--- config.mk ---
export PLATFORM = sky130hd
export DESIGN_NAME = cmp_nibble_scheduler_flat
export DESIGN_NICKNAME = d
export VERILOG_FILES = /design/src/rtl/cmp_nibble_scheduler_if.sv /design/src/rtl/cmp_nibble_scheduler.sv /design/src/flat_wrapper.sv
export SDC_FILE = /design/constraint.sdc
export NUM_CORES = 1
export LEC_CHECK = 0
export BUFFER_PORTS_ARGS = -buffer_cell sky130_fd_sc_hd__buf_2
export CORE_MARGIN = 5
export CORE_UTILIZATION = 50
export CTS_CLUSTER_SIZE = 14
export DETAILED_ROUTE_END_ITERATION = 10
export PLACE_DENSITY = 0.83
export SETUP_SLACK_MARGIN = 0.1
export SLEW_MARGIN = 5
export SYNTH_ARGS = -nofsm -noshare
export SYNTH_HDL_FRONTEND = slang
export SYNTH_SLANG_ARGS = --single-unit
--- constraint.sdc ---
create_clock -name clk -period 2.8 [get_ports clk]
set_clock_uncertainty 0.05 [all_clocks]
set_input_delay 0.42 -clock clk [delete_from_list [all_inputs] [get_ports clk]]
set_output_delay 0.42 -clock clk [all_outputs]
set_load 0.01 [all_outputs]
--- src/rtl/cmp_nibble_scheduler_if.sv ---
// cmp_nibble_scheduler_if
//   Request/response bundle between the requesters and the shared
//   nibble-serial comparator scheduler.
//   master : requester side (drives req_valid/req_a/req_b, rsp_ready)
//   slave  : scheduler side (drives req_ready and the rsp_* result)
interface cmp_nibble_scheduler_if #(
  parameter int W    = 16,
  parameter int NREQ = 2
);
  localparam int IDW = (NREQ > 1) ? $clog2(NREQ) : 1;

  logic [NREQ-1:0]   req_valid;
  logic [NREQ-1:0]   req_ready;
  logic [NREQ*W-1:0] req_a;
  logic [NREQ*W-1:0] req_b;
  logic              rsp_valid;
  logic              rsp_ready;
  logic [IDW-1:0]    rsp_id;
  logic              rsp_gt;
  logic              rsp_lt;
  logic              rsp_eq;
  logic              rsp_err;

  modport master (
    output req_valid, req_a, req_b, rsp_ready,
    input  req_ready, rsp_valid, rsp_id, rsp_gt, rsp_lt, rsp_eq, rsp_err
  );

  modport slave (
    input  req_valid, req_a, req_b, rsp_ready,
    output req_ready, rsp_valid, rsp_id, rsp_gt, rsp_lt, rsp_eq, rsp_err
  );
endinterface

--- src/rtl/cmp_nibble_scheduler.sv ---
// cmp_nibble_scheduler
//   Shares one 4-bit magnitude comparator among NREQ requesters comparing
//   W-bit unsigned operands. One request is granted round-robin, its operands
//   are latched and fed to the comparator MSB nibble first; the walk stops at
//   the first unequal nibble. The comparator inputs and enable are only
//   active while a compare is in progress.
// Ports
//   clk, rst_n         : clock, asynchronous active-low reset
//   bus (slave)        : req_valid/req_ready/req_a/req_b, rsp_valid/rsp_ready,
//                        rsp_id, rsp_gt/lt/eq/err
//   cmp_en, cmp_a/b    : enable and nibble operands driven to the comparator
//   cmp_agt/alt/aeq    : comparator result for the current cmp_a/cmp_b
//
// state | meaning
// IDLE  | waiting for a request; grants round-robin, req_ready combinational
// CMP   | one nibble per cycle on the comparator, MSB first
// RESP  | result held on rsp_* until rsp_ready
module cmp_nibble_scheduler #(
  parameter int W    = 16,
  parameter int NREQ = 2
) (
  input  logic                  clk,
  input  logic                  rst_n,
  cmp_nibble_scheduler_if.slave bus,
  output logic                  cmp_en,
  output logic [3:0]            cmp_a,
  output logic [3:0]            cmp_b,
  input  logic                  cmp_agt,
  input  logic                  cmp_alt,
  input  logic                  cmp_aeq
);
  localparam int NNIB = W / 4;
  localparam int IDW  = (NREQ > 1) ? $clog2(NREQ) : 1;
  localparam int NBW  = (NNIB > 1) ? $clog2(NNIB) : 1;

  typedef enum logic [1:0] {IDLE, CMP, RESP} state_t;

  state_t          state;
  logic [W-1:0]    a_q, b_q;
  logic [NBW-1:0]  nib;
  logic [IDW-1:0]  last_grant;
  logic [IDW-1:0]  rsp_id_q;
  logic            rsp_valid_q, gt_q, lt_q, eq_q, err_q;

  logic            gnt_any;
  logic [IDW-1:0]  gnt_idx;
  logic [W-1:0]    sel_a, sel_b;
  logic            cmp_onehot;
  logic            cmp_done;

  function automatic logic [3:0] nibble(input logic [W-1:0] v, input int n);
    return v[n*4 +: 4];
  endfunction

  // Round-robin search starting just after the last grant.
  always_comb begin
    gnt_any = 1'b0;
    gnt_idx = '0;
    for (int off = 1; off <= NREQ; off++) begin
      if (!gnt_any && bus.req_valid[(int'(last_grant) + off) % NREQ]) begin
        gnt_any = 1'b1;
        gnt_idx = IDW'((int'(last_grant) + off) % NREQ);
      end
    end
  end

  assign sel_a = bus.req_a[int'(gnt_idx)*W +: W];
  assign sel_b = bus.req_b[int'(gnt_idx)*W +: W];

  // Gated by rst_n so requesters never see an accept while reset is held.
  assign bus.req_ready = (state == IDLE && rst_n && gnt_any) ?
                         (NREQ'(1) << gnt_idx) : '0;

  assign cmp_onehot = ({cmp_agt, cmp_alt, cmp_aeq} == 3'b100) ||
                      ({cmp_agt, cmp_alt, cmp_aeq} == 3'b010) ||
                      ({cmp_agt, cmp_alt, cmp_aeq} == 3'b001);
  assign cmp_done   = !cmp_onehot || cmp_agt || cmp_alt || (nib == '0);

  always_ff @(posedge clk or negedge rst_n) begin
    if (!rst_n) begin
      state       <= IDLE;
      a_q         <= '0;
      b_q         <= '0;
      nib         <= '0;
      last_grant  <= IDW'(NREQ - 1);
      rsp_id_q    <= '0;
      rsp_valid_q <= 1'b0;
      gt_q        <= 1'b0;
      lt_q        <= 1'b0;
      eq_q        <= 1'b0;
      err_q       <= 1'b0;
      cmp_en      <= 1'b0;
      cmp_a       <= 4'h0;
      cmp_b       <= 4'h0;
    end else begin
      case (state)
        IDLE: begin
          if (gnt_any) begin
            a_q        <= sel_a;
            b_q        <= sel_b;
            rsp_id_q   <= gnt_idx;
            last_grant <= gnt_idx;
            nib        <= NBW'(NNIB - 1);
            // Comparator inputs are registered so they are valid for the
            // whole first CMP cycle.
            cmp_en     <= 1'b1;
            cmp_a      <= nibble(sel_a, NNIB - 1);
            cmp_b      <= nibble(sel_b, NNIB - 1);
            state      <= CMP;
          end
        end
        CMP: begin
          if (cmp_done) begin
            // A non-one-hot sample reports only err; otherwise exactly one
            // of gt/lt/eq is set (eq only reachable on the last nibble).
            err_q       <= !cmp_onehot;
            gt_q        <= cmp_onehot && cmp_agt;
            lt_q        <= cmp_onehot && cmp_alt;
            eq_q        <= cmp_onehot && cmp_aeq;
            rsp_valid_q <= 1'b1;
            cmp_en      <= 1'b0;
            cmp_a       <= 4'h0;
            cmp_b       <= 4'h0;
            state       <= RESP;
          end else begin
            nib   <= nib - 1'b1;
            cmp_a <= nibble(a_q, int'(nib) - 1);
            cmp_b <= nibble(b_q, int'(nib) - 1);
          end
        end
        RESP: begin
          if (bus.rsp_ready) begin
            rsp_valid_q <= 1'b0;
            gt_q        <= 1'b0;
            lt_q        <= 1'b0;
            eq_q        <= 1'b0;
            err_q       <= 1'b0;
            state       <= IDLE;
          end
        end
        default: state <= IDLE;
      endcase
    end
  end

  assign bus.rsp_valid = rsp_valid_q;
  assign bus.rsp_id    = rsp_id_q;
  assign bus.rsp_gt    = gt_q;
  assign bus.rsp_lt    = lt_q;
  assign bus.rsp_eq    = eq_q;
  assign bus.rsp_err   = err_q;
endmodule

--- src/flat_wrapper.sv ---
// flat-port wrapper written by rule: the top's interface ports become plain ports
module cmp_nibble_scheduler_flat 
#(
  parameter int W    = 16,
  parameter int NREQ = 2
)
  (clk, rst_n, cmp_en, cmp_a, cmp_b, cmp_agt, cmp_alt, cmp_aeq, bus_req_valid, bus_req_a, bus_req_b, bus_rsp_ready, bus_req_ready, bus_rsp_valid, bus_rsp_id, bus_rsp_gt, bus_rsp_lt, bus_rsp_eq, bus_rsp_err);
  cmp_nibble_scheduler_if #(.W(W), .NREQ(NREQ)) bus_i ();
  input  logic clk;
  input  logic rst_n;
  output logic cmp_en;
  output logic [3:0] cmp_a;
  output logic [3:0] cmp_b;
  input  logic cmp_agt;
  input  logic cmp_alt;
  input  logic cmp_aeq;
  input wire logic [$bits(bus_i.req_valid)-1:0] bus_req_valid;
  input wire logic [$bits(bus_i.req_a)-1:0] bus_req_a;
  input wire logic [$bits(bus_i.req_b)-1:0] bus_req_b;
  input wire logic [$bits(bus_i.rsp_ready)-1:0] bus_rsp_ready;
  output wire logic [$bits(bus_i.req_ready)-1:0] bus_req_ready;
  output wire logic [$bits(bus_i.rsp_valid)-1:0] bus_rsp_valid;
  output wire logic [$bits(bus_i.rsp_id)-1:0] bus_rsp_id;
  output wire logic [$bits(bus_i.rsp_gt)-1:0] bus_rsp_gt;
  output wire logic [$bits(bus_i.rsp_lt)-1:0] bus_rsp_lt;
  output wire logic [$bits(bus_i.rsp_eq)-1:0] bus_rsp_eq;
  output wire logic [$bits(bus_i.rsp_err)-1:0] bus_rsp_err;
  assign bus_i.req_valid = bus_req_valid;
  assign bus_i.req_a = bus_req_a;
  assign bus_i.req_b = bus_req_b;
  assign bus_i.rsp_ready = bus_rsp_ready;
  assign bus_req_ready = bus_i.req_ready;
  assign bus_rsp_valid = bus_i.rsp_valid;
  assign bus_rsp_id = bus_i.rsp_id;
  assign bus_rsp_gt = bus_i.rsp_gt;
  assign bus_rsp_lt = bus_i.rsp_lt;
  assign bus_rsp_eq = bus_i.rsp_eq;
  assign bus_rsp_err = bus_i.rsp_err;
  cmp_nibble_scheduler #(.W(W), .NREQ(NREQ)) u_core (.clk(clk), .rst_n(rst_n), .bus(bus_i), .cmp_en(cmp_en), .cmp_a(cmp_a), .cmp_b(cmp_b), .cmp_agt(cmp_agt), .cmp_alt(cmp_alt), .cmp_aeq(cmp_aeq));
endmodule
==> impl_metrics.py, run 1 <==
metrics = {
    "run_status": {
        "status": "completed",
    },
    "place": {
        "gp_congestion": 0.815,
        "dpl.hpwl_mm": 4.78,
        "portBuffers": 88,
        "placed_cells": 433,
    },
    "synth": {
        "synth_area_um2": 2670,
        "ys_seq_area_frac": 0.488,
        "syn_nets": 361,
        "yosysWarnings": 0,
        "syn_avg_cell_area_um2": 9.31,
        "ys_ff_latch": 52,
        "synthCells": 287,
        "synth_cell_types": 34,
    },
    "final_layout": {
        "fin_nets": 445,
        "area_growth_pct": 23.4,
        "nFillCells": 458,
        "instances_no_fill": 442,
        "num_antenna_cells": 0,
        "fin_util": 0.641,
        "register_area_um2": 1300,
        "multiInputGateArea_um2": 1280,
        "drive_gt1_frac": 0.331,
    },
    "pwr": {
        "peakVddDrop_mv": 0.434,
        "p_leak_nw": 1.59,
        "power_density_nw_per_um2": 970,
        "finalPower_mw": 3.20,
    },
    "worst_setup_path": {
        "crit_type": "register to output pin",
        "r2r_start": "u_core.state[0]",
        "required_ps": 2330,
        "arrival_ps": 1950,
        "r2r_slack_ps": 740,
        "r2r_cells": 5,
        "r2r_end": "u_core.a_q[2]",
        "crit_path_start": "u_core.state[0]",
        "crit_path_end_kind": "output pin",
        "worstSetupStartpointType": "register",
        "crit_path_max_fanout": 16,
    },
    "routing": {
        "via_per_inst": 5.33,
        "routed_wl_mm": 6.47,
        "detail-route-antenna-nets": 0,
        "route.detailed.drc": 0,
        "dr.pass1.iters": 5,
        "first_iter_violations": 125,
        "wl_per_cell_um": 14.6,
        "num_vias": 2356,
    },
    "hold_path": {
        "worstHoldStart": "bus_rsp_ready",
        "worst_hold_path_type": "input port to register",
        "min_delay_worst_endpoint": "u_core.state[1]",
        "holdPathStages": 2,
    },
    "floorplan": {
        "io_pins": 89,
        "start_util": 0.520,
        "die_h_um": 83.1,
        "die_w_um": 83.1,
        "rows": 26,
        "core_area_um2": 5140,
        "die_area_um2": 6900,
    },
    "sta": {
        "setup_viol": 0,
        "fmax_mhz": 413,
        "worst_slew_pin_slew_ps": 585,
        "fin_crit_sh": 0.864,
        "rsz0062_at_grt": "no",
        "slew_headroom": 0.610,
        "report.final.hold_viol_count": 0,
        "slew_violations": 0,
        "period_minus_slack_ps": 2420,
        "tns_ps": 0,
    },
    "clock_network": {
        "clk_path_buf_depth": 2,
        "cts.sinks": 52,
        "clk_latency_ps": 310,
        "cts_root_buffer": "clkbuf_8",
        "cts_max_level": 2,
        "ctsResizeCount": 0,
        "numCtsBuffers": 5,
        "cts_tree": "done",
        "post_cts_buffers": 0,
        "clk_pin_slew_ps": 90,
        "postCtsHoldBufs": 1,
    },
    "grt": {
        "grt_max_degree": 48,
        "grt_pass1_vias": 2397,
        "grt_overflow": 0,
        "grt_usage": 0.192,
        "grt_pass1_wl_mm": 11.0,
        "antenna_found_initial": 0,
    },
    "flow_run": {
        "drv_cap": 0,
    },
}
## cells in the mapped netlist
cell,n,share of area
mux4_2,8,0.067
dfstp_2,1,0.0098
a21bo_2,1,0.0037
or4b_4,1,0.0052
a2bb2oi_1,1,0.0033
and3_1,2,0.0047
dfrtp_1,51,0.48
o21ai_0,13,0.024
nand2_1,68,0.096
a32o_1,2,0.0075
o22a_2,4,0.015
a22oi_1,4,0.011
a21boi_1,1,0.0028
ha_1,2,0.0094
nor3b_1,4,0.011
buf_2,11,0.021
xor2_1,1,0.0033
a21o_1,4,0.011
nand2b_1,3,0.0070
or2_2,1,0.0023
a22o_1,1,0.0033
a21oi_1,5,0.0094
inv_1,3,0.0042
a31oi_1,29,0.068
mux2i_1,4,0.015
o31a_1,1,0.0033
nor2_1,39,0.055
and4bb_2,1,0.0047
o21a_1,2,0.0056
nor2b_1,4,0.0094
and2_1,1,0.0023
nor3_4,1,0.0061
nor3_1,5,0.0094
clkbuf_1,8,0.011
## area by class of cell
class	count	area share
multi-input combinational	213	0.387
clock buffer	5	0.0209
clock inverter	3	0.0140
tap	70	0.0266
inverter	3	0.00342
timing repair buffer	96	0.153
sequential	52	0.395
## registers in the layout (all words and copies together) (netlist names)
signal / count
u_core.state: 2
u_core.nib: 2
u_core.bus.rsp_valid: 1
u_core.cmp_b: 4
u_core.a_q: 16
u_core.bus.rsp_gt: 1
u_core.b_q: 16
u_core.cmp_a: 4
u_core.last_grant: 1
u_core.cmp_en: 1
u_core.bus.rsp_lt: 1
u_core.bus.rsp_err: 1
u_core.bus.rsp_eq: 1
u_core.bus.rsp_id: 1
## through the flow
step | hold slack (ps) | worst slack [ps] | cell area [µm²]
finish | 292 | 380 | 3300
global route | 298 | 308 | 3300
floorplan | 74.4 | 706 | 2670
global placement | 220 | 847 | 3170
detailed placement | 220 | 767 | 3170
CTS | 295 | 414 | 3300
## logic make-up after synthesis
logic type,Yosys count,synth area share
DFF,52,0.488
AOI/OAI and AO/OA,68,0.169
buffers and inverters,22,0.0361
and+or+nand+nor,130,0.213
adders and majority gates,2,0.00937
xor gates and xnor gates,1,0.00328
muxes,12,0.0824
## routing by layer
metal | GRT usage | wire length (µm) | vias up
li1 | - | - | 1175
met1 | 0.252 | 2840 | 1089
met2 | 0.320 | 3090 | 85
met3 | 0.0525 | 478 | 7
met4 | 0.0431 | 66 | 0
met5 | 0 | 0 | -
## layout by cell type (no fill, tap or decap), types with 5 or more instances in the layout
master,Yosys,routed
nor2_1,39,39
clkbuf_8,0,5
o21ai_0,13,13
dfrtp_1,51,51
nor3_1,5,5
buf_4,0,7
a21oi_1,5,5
buf_2,11,88
a31oi_1,29,29
nand2_1,68,68
mux4_2,8,8
## power breakdown
part	internal (mW)	leakage (nW)	switching, mW
Combinational	0.631	0.934	0.711
Clock	0.269	0.0548	0.258
Sequential	1.11	0.602	0.221
Total	2.01	1.59	1.19
## critical path, stage by stage, from the launching register on
cell and delay [ps]:
dfrtp_1 530, nor2_1 340, o21a_2 380, and3_1 250, buf_2 150
## worst max path at each step
stage	to	slack, ps
final	bus_req_ready[0]	380
after global routing	bus_req_ready[0]	310
after CTS	bus_req_ready[0]	410
after detailed placement	bus_req_ready[0]	770
after global placement	bus_req_ready[0]	850
after floorplan	u_core.cmp_a[0]	710
Note: power is estimated with default switching activity, not from simulation.
==> run 2, diff against run 1 <==
Settings changed: ABC_AREA from default to 1.
Clock period 2.8 ns to 2.4 ns, I/O delays scaled along.
==> impl_metrics.py, run 2 <==
metrics = {
    "run_status": {
        "status": "completed",
    },
    "clock_network": {
        "cts.sinks": 52,
        "post_cts_buffers": 0,
        "cts_root_buffer": "clkbuf_8",
        "ctsResizeCount": 0,
        "cts_max_level": 2,
        "clk_pin_slew_ps": 90,
        "cts_tree": "done",
        "clk_latency_ps": 300,
        "clk_path_buf_depth": 2,
        "numCtsBuffers": 5,
        "postCtsHoldBufs": 0,
    },
    "synth": {
        "ys_seq_area_frac": 0.489,
        "synth.top_cells.by_area": "dfrtp_1 48%, nand2_1 16%, nor2_1 8.2%",
        "ys_ff_latch": 52,
        "yosysWarnings": 0,
        "synth.top_cells.by_count": "116 x nand2_1, 58 x nor2_1, 51 x dfrtp_1",
        "syn_nets": 426,
        "synth_top_area_frac": 0.479,
        "async_flop_share": 1.00,
        "syn_avg_cell_area_um2": 7.57,
        "synth_ff_type": "dfrtp_1",
        "synth_edf_count": 0,
        "yosysTopAreaCell": "dfrtp_1",
        "synth_cell_types": 21,
        "synth_area_um2": 2670,
        "synthCells": 352,
        "yosysMostFrequentCell": "nand2_1",
    },
    "grt": {
        "grt_pass1_vias": 2550,
        "antenna_found_initial": 0,
        "grt_pass1_wl_mm": 11.4,
        "grt_max_degree": 53,
        "grt_overflow": 0,
        "grt_usage": 0.196,
    },
    "worst_setup_path": {
        "worstSetupStartpointType": "register",
        "crit_type": "register to output pin",
        "required_ps": 1990,
        "r2r_cells": 8,
        "path_common_cell": "nand2_1",
        "crit_path_max_fanout": 26,
        "crit_path_end_kind": "output pin",
        "critPathSlowestCell": "dfstp_2",
        "slowest_delay_ps": 380,
        "arrival_ps": 1620,
        "path_cells": "nand2_1, nand2_2, inv_2, nand2_1, nor2_1, buf_2",
    },
    "pwr": {
        "clock_power_share": 0.141,
        "peakVddDrop_mv": 0.475,
        "power_switching_mw": 1.75,
        "p_seq_frac": 0.373,
        "power_density_nw_per_um2": 1280,
        "combPwrFrac": 0.486,
        "power_switching_share": 0.420,
        "intPower_mw": 2.41,
        "p_leak_nw": 1.71,
    },
    "routing": {
        "dr.pass1.iters": 4,
        "routed_wl_mm": 6.43,
        "via_per_inst": 5.02,
        "num_vias": 2551,
        "wl_per_cell_um": 12.7,
        "detail-route-antenna-nets": 0,
        "first_iter_violations": 177,
        "route.detailed.drc": 0,
    },
    "floorplan": {
        "core_area_um2": 5140,
        "rows": 26,
        "die_h_um": 83.0,
        "start_util": 0.519,
        "die_area_um2": 6890,
        "die_w_um": 83.0,
        "io_pins": 89,
    },
    "sta": {
        "period_minus_slack_ps": 2030,
        "fmax_mhz": 492,
        "slew_violations": 0,
        "worst_slew_pin_slew_ps": 654,
        "rsz0062_at_grt": "no",
        "slew_headroom": 0.564,
        "setup_viol": 0,
        "fin_crit_sh": 0.848,
        "tns_ps": 0,
        "report.final.hold_viol_count": 0,
    },
    "final_layout": {
        "most-common-layout-cells": "116 x nand2_1, 88 x buf_2, 58 x nor2_1, 51 x dfrtp_1, 24 x a31oi_1",
        "instances_no_fill": 508,
        "num_antenna_cells": 0,
        "fin_nets": 511,
        "top_regs": "u_core.a_q: 16 flops, u_core.b_q: 16 flops",
        "drive_gt1_frac": 0.265,
        "area_growth_pct": 22.0,
        "final_common_cell": "nand2_1",
    },
    "flow_run": {
        "drv_cap": 0,
    },
    "place": {
        "portBuffers": 88,
        "dpl.hpwl_mm": 4.91,
        "gp_congestion": 0.837,
        "placed_cells": 500,
    },
    "hold_path": {
        "worst_hold_path_type": "input port to asynchronous set/reset pin",
    },
}
[run 2: area by class of cell]
cell class / count / area, µm²
Clock buffer: 6 / 72.6
Clock inverter: 2 / 35.0
Fill cell: 475 / 1890
Inverter: 21 / 78.8
Multi-Input combinational cell: 263 / 1190
Sequential cell: 52 / 1300
Tap cell: 70 / 87.6
Timing Repair Buffer: 94 / 485
[run 2: power groups by stage]
stage	Combinational, mW	Clock, mW	Sequential (mW)
finish	2.02	0.586	1.55
global placement	1.98	0	1.55
CTS	2.03	0.594	1.55
floorplan	1.48	0	1.56
global route	2.35	0.637	1.60
detailed placement	2.03	0	1.57
[run 2: critical path: cells and delay by family, from the launching register on]
kind | cells | cell delay [ps]
buf+inv | 2 | 440
simple gates | 4 | 500
flops | 1 | 380
[run 2: layer usage]
metal / up-vias / track usage / routed length [µm]
li1: 1297 / - / -
met1: 1175 / 0.269 / 2960
met2: 71 / 0.310 / 3020
met3: 8 / 0.0535 / 372
met4: 0 / 0.0490 / 80
met5: - / 0 / 0
[run 2: metrics by stage]
step | hold slack [ps] | util | instance area [µm²] | worst slack, ps | power (mW)
detailed placement | 403 | 0.612 | 3140 | 583 | 3.60
global placement | 401 | 0.612 | 3140 | 655 | 3.53
finish | 130 | 0.633 | 3250 | 366 | 4.16
global route | 200 | 0.633 | 3250 | 211 | 4.59
CTS | 154 | 0.633 | 3250 | 355 | 4.18
floorplan | 14.4 | - | 2670 | 566 | 3.04
[run 2: worst paths after layout]
path	from	end	slack [ps]
hold / removal	rst_n	u_core.b_q[7]	130
min in group clk	cmp_alt	u_core.bus.rsp_lt	240
max in group asynchronous	rst_n	u_core.cmp_a[2]	1730
setup reg to reg	u_core.nib[0]	u_core.cmp_a[3]	620
hold reg to reg	u_core.bus.rsp_err	u_core.bus.rsp_err	420
setup / recovery	u_core.last_grant	bus_req_ready[1]	370
[run 2: cell families after synthesis]
group	synth area share
adders and majority gates	0.00938
buffers and inverters	0.0652
DFF	0.489
and+or+nand+nor	0.307
AOI/OAI and AO/OA	0.130
==> run 3, diff against run 2 <==
Clock period 2.4 ns to 2.1 ns, I/O delays scaled along.
==> impl_metrics.py, run 3 (same netlist as run 2, synthesis figures left out) <==
metrics = {
    "sta": {
        "worst_hold_slack_ps": 78.9,
        "period_minus_slack_ps": 1810,
        "fmax_mhz": 552,
        "rsz0062_at_grt": "no",
        "slew_headroom": 0.582,
        "setup_viol": 0,
        "report.final.hold_viol_count": 0,
        "slew_violations": 0,
        "fin_crit_sh": 0.862,
        "worst_slew_pin_slew_ps": 627,
        "tns_ps": 0,
    },
    "pwr": {
        "peakVddDrop_mv": 0.622,
        "power_switching_mw": 2.01,
        "intPower_mw": 2.68,
        "combPwrFrac": 0.498,
        "p_leak_nw": 1.71,
        "p_seq_frac": 0.381,
        "clock_power_share": 0.120,
        "power_switching_share": 0.428,
        "power_density_nw_per_um2": 1440,
    },
    "floorplan": {
        "die_h_um": 83.0,
        "start_util": 0.519,
        "die_area_um2": 6890,
        "die_w_um": 83.0,
        "io_pins": 89,
        "core_area_um2": 5140,
        "rows": 26,
    },
    "worst_setup_path": {
        "r2r_cells": 8,
        "crit_path_max_fanout": 5,
        "required_ps": 1740,
        "arrival_ps": 1450,
        "r2r_slack_ps": 290,
        "crit_path_end_kind": "output pin",
        "worstSetupStartpointType": "register",
        "r2r_start": "u_core.nib[0]",
        "crit_type": "register to output pin",
        "r2r_end": "u_core.cmp_a[2]",
    },
    "place": {
        "gp_congestion": 0.916,
        "portBuffers": 88,
        "dpl.hpwl_mm": 5.29,
        "placed_cells": 502,
    },
    "clock_network": {
        "postCtsHoldBufs": 0,
        "numCtsBuffers": 5,
        "clk_pin_slew_ps": 80,
        "cts_tree": "done",
        "clk_latency_ps": 290,
        "ctsResizeCount": 0,
        "clk_path_buf_depth": 2,
        "post_cts_buffers": 0,
        "cts_root_buffer": "clkbuf_8",
        "cts.sinks": 52,
        "cts_max_level": 2,
    },
    "grt": {
        "grt_usage": 0.197,
        "antenna_found_initial": 0,
        "grt_overflow": 0,
        "grt_pass1_vias": 2551,
        "grt_pass1_wl_mm": 11.5,
        "grt_max_degree": 53,
    },
    "routing": {
        "wl_per_cell_um": 13.0,
        "routed_wl_mm": 6.64,
        "dr.pass1.iters": 5,
        "via_per_inst": 5.09,
        "route.detailed.drc": 0,
        "first_iter_violations": 206,
        "detail-route-antenna-nets": 0,
        "num_vias": 2598,
    },
    "final_layout": {
        "area_growth_pct": 21.9,
        "instances_no_fill": 510,
        "final_common_cell": "nand2_1",
        "most-common-layout-cells": "116 x nand2_1, 88 x buf_2, 58 x nor2_1, 51 x dfrtp_1, 24 x a31oi_1",
        "drive_gt1_frac": 0.266,
        "fin_nets": 513,
        "top_regs": "u_core.a_q: 16 flops, u_core.b_q: 16 flops",
        "num_antenna_cells": 0,
    },
    "flow_run": {
        "drv_cap": 0,
    },
    "run_status": {
        "status": "completed",
    },
    "hold_path": {
        "worst_hold_path_type": "input port to asynchronous set/reset pin",
    },
}
run 3: layer usage:
layer | track usage | wire length (µm) | vias to the layer above
met5 | 0 | 0 | -
met4 | 0.0446 | 68 | 0
met3 | 0.0505 | 538 | 8
met2 | 0.313 | 3120 | 108
met1 | 0.271 | 2900 | 1173
li1 | - | - | 1309
run 3: layout make-up:
cell class	count	area (µm²)
well taps	70	87.6
inverters	21	78.8
fillers	488	1890
multi-input cells	263	1190
repair buffers	96	500
clock buffers	8	90.1
flip-flops and latches	52	1300
run 3: worst max path at each step:
stage                                 start               end  slack [ps]
after floorplan               u_core.nib[0]   u_core.cmp_a[0]         270
after global placement        u_core.nib[0]   u_core.cmp_a[1]         460
after global routing          u_core.nib[0]   u_core.cmp_b[0]         110
final                     u_core.last_grant  bus_req_ready[0]         290
after detailed placement      u_core.nib[0]   u_core.cmp_a[2]         330
after CTS                 u_core.last_grant  bus_req_ready[1]         270
run 3: metrics by stage:
stage | total power, mW | util | setup slack (ps) | area [µm²]
floorplan | 3.48 | - | 266 | 2670
global placement | 4.05 | 0.615 | 462 | 3160
detailed placement | 4.15 | 0.615 | 334 | 3160
CTS | 4.72 | 0.632 | 273 | 3250
global route | 5.15 | 0.632 | 111 | 3250
finish | 4.69 | 0.632 | 289 | 3250
run 3: worst max-delay path: stages, from the launching register on:
cell and delay (ps):
dfstp_2 550, nand2_1 130, nand2_2 130, inv_2 50, nor3_1 140, buf_2 150
run 3: power by group through the flow:
stage               registers (mW)  clock network, mW  logic [mW]
CTS                           1.79              0.590        2.34
floorplan                     1.78                  0        1.70
detailed placement            1.81                  0        2.34
global placement              1.78                  0        2.27
finish                        1.79              0.565        2.34
global route                  1.84              0.628        2.68
